<file path="src/rtl/fetch_ctrl_pkg.sv">
// Shared definitions for the fetch sequencer: datapath width, instruction
// register select encodings, NOP encoding and fetch state encodings.
package fetch_ctrl_pkg;

    // Datapath / address width
    localparam int unsigned REG_LEN = 32;

    // Select encodings for the instruction register (shared with that block)
    localparam logic [1:0] INST_OLD = 2'b00;
    localparam logic [1:0] INST_NOP = 2'b01;
    localparam logic [1:0] INST_MEM = 2'b10;

    // Encoding of the bubble instruction loaded when INST_NOP is selected
    localparam logic [REG_LEN-1:0] NOP_INSTR = 32'h0000_0013;

    // Word-alignment mask for fetch addresses
    localparam logic [REG_LEN-1:0] ALIGN_MASK = 32'hFFFF_FFFC;

    // Fetch sequencer states
    typedef enum logic [1:0] {
        FS_BOOT = 2'b00,   // nothing in the memory cycle yet
        FS_RUN  = 2'b01,   // streaming sequential fetches
        FS_HOLD = 2'b10    // stalled with a valid word in the memory cycle
    } fetch_state_t;

    // Force an address onto a word boundary
    function automatic logic [REG_LEN-1:0] align_addr(input logic [REG_LEN-1:0] addr);
        return addr & ALIGN_MASK;
    endfunction

endpackage

</file>
<file path="src/rtl/fetch_ctrl_perf_cnt.sv">
// Saturating bubble/stall counter pair for the fetch sequencer.
// Only instantiated when FETCH_PERF_CNT_EN is defined.
module fetch_perf_cnt
    import fetch_ctrl_pkg::*;
(
    input  logic        clk,
    input  logic        rst,
    input  logic        bubble_inc,
    input  logic        stall_inc,
    output logic [31:0] bubble_cnt,
    output logic [31:0] stall_cnt
);

    localparam logic [31:0] CNT_MAX = 32'hFFFF_FFFF;

    logic [31:0] bubble_cnt_r;
    logic [31:0] stall_cnt_r;

    // Count bubble and stall cycles, clearing on reset and sticking at the maximum
    always_ff @(posedge clk) begin
        if (rst) begin
            bubble_cnt_r <= 32'h0000_0000;
            stall_cnt_r  <= 32'h0000_0000;
        end else begin
            if (bubble_inc && (bubble_cnt_r != CNT_MAX)) begin
                bubble_cnt_r <= bubble_cnt_r + 32'h0000_0001;
            end else begin
                bubble_cnt_r <= bubble_cnt_r;
            end
            if (stall_inc && (stall_cnt_r != CNT_MAX)) begin
                stall_cnt_r <= stall_cnt_r + 32'h0000_0001;
            end else begin
                stall_cnt_r <= stall_cnt_r;
            end
        end
    end

    assign bubble_cnt = bubble_cnt_r;
    assign stall_cnt  = stall_cnt_r;

endmodule

</file>
<file path="src/rtl/fetch_ctrl.sv">
// Program counter and fetch sequencer feeding the instruction register.
// Drives the synchronous instruction memory address, selects OLD/NOP/MEM for
// the instruction register and tracks the PC of the instruction it holds.
// Optional feature: define FETCH_PERF_CNT_EN to add bubble_cnt/stall_cnt.
module fetch_ctrl
    import fetch_ctrl_pkg::*;
#(
    parameter logic [REG_LEN-1:0] RESET_ADDR = 32'h0000_0000,
    parameter int unsigned        PC_STEP    = 4
) (
    input  logic               clk,
    input  logic               rst,
    input  logic               stall,
    input  logic               redirect_valid,
    input  logic [REG_LEN-1:0] redirect_addr,
    output logic [REG_LEN-1:0] imem_addr,
    output logic [1:0]         inst_sel,
    output logic [REG_LEN-1:0] pc_out,
`ifdef FETCH_PERF_CNT_EN
    output logic               pc_out_valid,
    output logic [31:0]        bubble_cnt,
    output logic [31:0]        stall_cnt
`else
    output logic               pc_out_valid
`endif
);

    localparam logic [REG_LEN-1:0] STEP = REG_LEN'(PC_STEP);

    fetch_state_t       state_r;
    logic [REG_LEN-1:0] pc_f_r;
    logic [REG_LEN-1:0] pc_m_r;
    logic               m_valid_r;
    logic [REG_LEN-1:0] pc_out_r;
    logic               pc_out_valid_r;

    logic [REG_LEN-1:0] target_s;
    logic [1:0]         inst_sel_s;
    logic [REG_LEN-1:0] imem_addr_s;
    logic               m_valid_s;

    assign target_s = align_addr(redirect_addr);

    // Memory-cycle validity as seen by the outputs; an unknown state is treated as empty
    always_comb begin
        m_valid_s = 1'b0;
        case (state_r)
            FS_BOOT: m_valid_s = 1'b0;
            FS_RUN:  m_valid_s = m_valid_r;
            FS_HOLD: m_valid_s = m_valid_r;
            default: m_valid_s = 1'b0;
        endcase
    end

    // Select the instruction register source and next memory address by priority
    always_comb begin
        inst_sel_s  = INST_NOP;
        imem_addr_s = RESET_ADDR;
        if (rst) begin
            inst_sel_s  = INST_NOP;
            imem_addr_s = RESET_ADDR;
        end else if (redirect_valid) begin
            inst_sel_s  = INST_NOP;
            imem_addr_s = target_s;
        end else if (stall && m_valid_s) begin
            // Re-read the held word so rdata stays valid for the release cycle
            inst_sel_s  = INST_OLD;
            imem_addr_s = pc_m_r;
        end else if (!m_valid_s) begin
            inst_sel_s  = INST_NOP;
            imem_addr_s = pc_f_r;
        end else begin
            inst_sel_s  = INST_MEM;
            imem_addr_s = pc_f_r;
        end
    end

    // Fetch state machine: PC pipeline, memory-cycle tracking and output PC
    always_ff @(posedge clk) begin
        if (rst) begin
            pc_f_r         <= RESET_ADDR;
            pc_m_r         <= RESET_ADDR;
            m_valid_r      <= 1'b0;
            pc_out_r       <= RESET_ADDR;
            pc_out_valid_r <= 1'b0;
            state_r        <= FS_BOOT;
        end else if (redirect_valid) begin
            // Target enters the memory cycle now; one bubble goes to the register
            pc_m_r         <= target_s;
            m_valid_r      <= 1'b1;
            pc_f_r         <= target_s + STEP;
            pc_out_r       <= pc_out_r;
            pc_out_valid_r <= 1'b0;
            state_r        <= FS_RUN;
        end else if (stall) begin
            pc_f_r         <= pc_f_r;
            pc_m_r         <= pc_m_r;
            m_valid_r      <= m_valid_r;
            pc_out_r       <= pc_out_r;
            pc_out_valid_r <= pc_out_valid_r;
            if (m_valid_s) begin
                state_r <= FS_HOLD;
            end else begin
                state_r <= FS_BOOT;
            end
        end else begin
            pc_m_r         <= pc_f_r;
            m_valid_r      <= 1'b1;
            pc_f_r         <= pc_f_r + STEP;
            pc_out_r       <= pc_m_r;
            pc_out_valid_r <= m_valid_s;
            state_r        <= FS_RUN;
        end
    end

    assign inst_sel     = inst_sel_s;
    assign imem_addr    = imem_addr_s;
    assign pc_out       = pc_out_r;
    assign pc_out_valid = pc_out_valid_r;

`ifdef FETCH_PERF_CNT_EN
    logic bubble_inc_s;
    logic stall_inc_s;

    assign bubble_inc_s = (!rst) && (inst_sel_s == INST_NOP);
    assign stall_inc_s  = (inst_sel_s == INST_OLD);

    fetch_perf_cnt u_perf_cnt (
        .clk        (clk),
        .rst        (rst),
        .bubble_inc (bubble_inc_s),
        .stall_inc  (stall_inc_s),
        .bubble_cnt (bubble_cnt),
        .stall_cnt  (stall_cnt)
    );
`endif

endmodule

</file>
<file path="config.mk">
export PLATFORM = sky130hd
export DESIGN_NAME = fetch_ctrl
export DESIGN_NICKNAME = d
export VERILOG_FILES = /design/src/rtl/fetch_ctrl_pkg.sv /design/src/rtl/fetch_ctrl_perf_cnt.sv /design/src/rtl/fetch_ctrl.sv
export SDC_FILE = /design/constraint.sdc
export NUM_CORES = 1
export LEC_CHECK = 0
export ABC_AREA = 1
export ABC_CLOCK_PERIOD_IN_PS = 4500
export CAP_MARGIN = 10
export CELL_PAD_IN_SITES_DETAIL_PLACEMENT = 1
export CELL_PAD_IN_SITES_GLOBAL_PLACEMENT = 2
export CORE_ASPECT_RATIO = 0.75
export CORE_UTILIZATION = 31
export CTS_CLUSTER_DIAMETER = 30
export DETAILED_ROUTE_END_ITERATION = 8
export GPL_ROUTABILITY_DRIVEN = 0
export PLACE_DENSITY_LB_ADDON = 0.1
export REMOVE_ABC_BUFFERS = 1
export SYNTH_ARGS = -nofsm -noshare
export SYNTH_HDL_FRONTEND = slang
export SYNTH_SLANG_ARGS = --single-unit
</file>
<file path="constraint.sdc">
create_clock -name clk -period 4.5 [get_ports clk]
set_clock_uncertainty 0.15 [all_clocks]
set_input_delay 0.9 -clock clk [delete_from_list [all_inputs] [get_ports clk]]
set_output_delay 0.9 -clock clk [all_outputs]
set_load 0.03 [all_outputs]
</file>
==> impl_metrics.toml <==
[status]
status = "completed"

[clock_tree]
clk_latency_ns = 0.36
cts_setup_buffers = 0
cts_buffer_depth = 2
cts_tree = "done"
clock-sinks = 94
clkTransAtPathRegs_ns = 0.06
clockRootBuffer = "clkbuf_16"
cts_buffers = 9
cts_resized = 0
h-tree-depth = 3
hold_buffers = 0

[worst_hold_path]
hold_end = "pc_f_r[30]"
hold_path_depth = 2
hp-start = "pc_f_r[30]"
min_path_type = "reg2reg"

[yosys]
yosysTopAreaCell = "dfxtp_1"
ys_seq_elements = 94
synth_area_leaders = "dfxtp_1 (37%), nand2_1 (11%), nor2_1 (8.2%)"
synth-compound-area-share_pct = 18.4
yosysWarningCount = 0
synth_top_area_share_pct = 37.2
muxShareOfSynthArea_pct = 4.95
netlist_top_cells_count = "nand2_1 (151), nor2_1 (110), dfxtp_1 (94)"
synth_xor_area_share_pct = 0.693
async_flop_share_pct = 0
netlist_area_sq_mm = 0.00505
yosys.area_share.simple_pct = 30.1
synth_top_family_by_area = "simple AND/OR/NAND/NOR gates"
synthAdderAreaFrac_pct = 0.248
synthCells = 723
ys_seq_area_share_pct = 37.2
yosysMostFrequentCell = "nand2_1"
synth-edff-count = 0
synth.avg_cell_area_sq_um = 6.99
synth.distinct_cells = 38
ys.flop_type = "dfxtp_1"

[routing]
first_iter_violations = 220
viasPerCell = 4.97
routed_wl_mm = 17.3
drt_pass1_iterations = 4
vias = 5037
route.detailed.drc = 0
wl_per_cell_um = 17.1
postRouteAntennaNets = 0

[global_routing]
grt_max_degree = 73
grt_pass1_wl_mm = 28.4
overflow = 0
antenna_found_initial = 0
grt_pass1_vias = 5329
grt_use_total_pct = 21.8

[power]
p_int_w = 0.00151
pwr-share-seq_pct = 42.2
p_comb_share_pct = 21.5
pwr-share-clk_pct = 36.3
switching_share_pct = 30.8
leakagePower_nw = 2.83
power.total_w = 0.00219
ir_worst_vdd_uv = 164
power.density_mw_per_mm2 = 334
power_switching_w = 0.000675

[setup_path]
rrSetupSlack_ns = 2.18
r2r_cells = 10
r2r_start = "pc_f_r[2]"
startpoint_type = "input pin"
cp_max_fo = 17
endpoint_kind = "output pin"
crit_type = "in2out"
crit_required_ns = 3.45
worstPathArrival_ns = 2.77
r2r_end = "pc_f_r[24]"

[die]
start_util_pct = 31.6
die_h_um = 113
dieArea_sq_mm = 0.0168
core_sq_mm = 0.0160
die_w_um = 149
rows = 40
io_pins = 103

[place]
pre_cts_ws_ns = 0.680
io_buffers = 96
dpl_cell_area_sq_mm = 0.00626
hpwl_mm = 11.7
place_inst = 997

[timing]
hold_viol = 0
setup_viol = 0
fin_crit_ns = 3.82
worst_pin_slew_ns = 1.24
report.final.slew_viol_count = 0
rsz0062_at_grt = "false"
setup_tns_ns = 0
fmax_ghz = 0.262
final.setup.worst_slack_ns = 0.683
slew_headroom_pct = 17.1
min_period_over_period_pct = 84.8

[run]
cap_violations = 0

[layout]
fin_cells = 1013
layout-drive-gt1-share_pct = 13.6
fill_cells = 1972
design_area_sq_mm = 0.00656
diodes = 0
fin_nets = 835
area_growth_pct = 29.9
state kept, by name (all words and copies together), names as in the netlist:
name / cells
pc_out: 30
state_r: 2
m_valid_r: 1
pc_f_r: 30
pc_m_r: 30
pc_out_valid: 1
critical path: stages:
cell             delay [ns]
buf_2                  0.10
nor2_1                 0.38
inv_1                  0.44
o22ai_1                0.23
clkdlybuf4s50_1        0.71
worst max path at each step:
stage                         startpoint            end  cells after the start
after CTS                 redirect_valid   imem_addr[9]                      5
final                     redirect_valid   imem_addr[9]                      5
after global placement    redirect_valid   imem_addr[9]                      5
after detailed placement  redirect_valid   imem_addr[9]                      5
after global routing      redirect_valid   imem_addr[9]                      5
after floorplan                    stall  imem_addr[10]                      3
per-layer routing:
metal,part of all wire [%],GRT usage [%]
met2,43,33.7
met5,0,0
met4,0.93,6.39
met3,3.5,3.54
met1,53,30.9
area by class of cell:
| cell class | instances | area, sq um | area share, % |
|---|---|---|---|
| Tap cell | 210 | 263 | 4.00 |
| Sequential cell | 94 | 1880 | 28.7 |
| Multi-Input combinational cell | 538 | 2770 | 42.2 |
| Timing Repair Buffer | 107 | 1170 | 17.8 |
| Clock buffer | 11 | 243 | 3.70 |
| Clock inverter | 5 | 58.8 | 0.896 |
| Inverter | 48 | 180 | 2.74 |
cell usage in the layout, fill, tap and decap left out, drive strengths merged, types with 9 or more instances in the layout:
cell           Yosys  final
inv               48     48
dfxtp             94     94
clkdlybuf4s50      0     68
buf               17     39
a21oi             31     31
o21ai             82     82
nand3             30     30
clkbuf            29     11
mux2i             25     25
a31oi              9      9
o22ai             37     37
nor2             121    121
nand2            181    181
stage by stage:
step	hold slack, ns	utilization, %
3_3_place_gp	0.303	39.2
2_1_floorplan	0.289	-
6_report	0.317	41.1
4_1_cts	0.320	41.1
3_5_place_dp	0.309	39.2
5_1_grt	0.357	41.1
power groups by stage:
stage	registers [W]	clock network, W	logic [W]
final	0.000924	0.000796	0.000470
after global routing	0.000931	0.000857	0.000512
after CTS	0.000923	0.000819	0.000474
after detailed placement	0.000941	0	0.000471
after global placement	0.000938	0	0.000464
after floorplan	0.000966	0	0.000230
kinds of logic (layout without fill, tap and decap cells):
kind of cell / after synthesis / after routing
xor gates and xnor gates: 4 / 4
adders and majority gates: 1 / 1
DFF: 94 / 94
muxes: 25 / 25
and+or+nand+nor: 337 / 337
other: 1 / 4
buffers and inverters: 94 / 171
AOI/OAI and AO/OA: 167 / 167
Power figures use the tool's default switching activity.
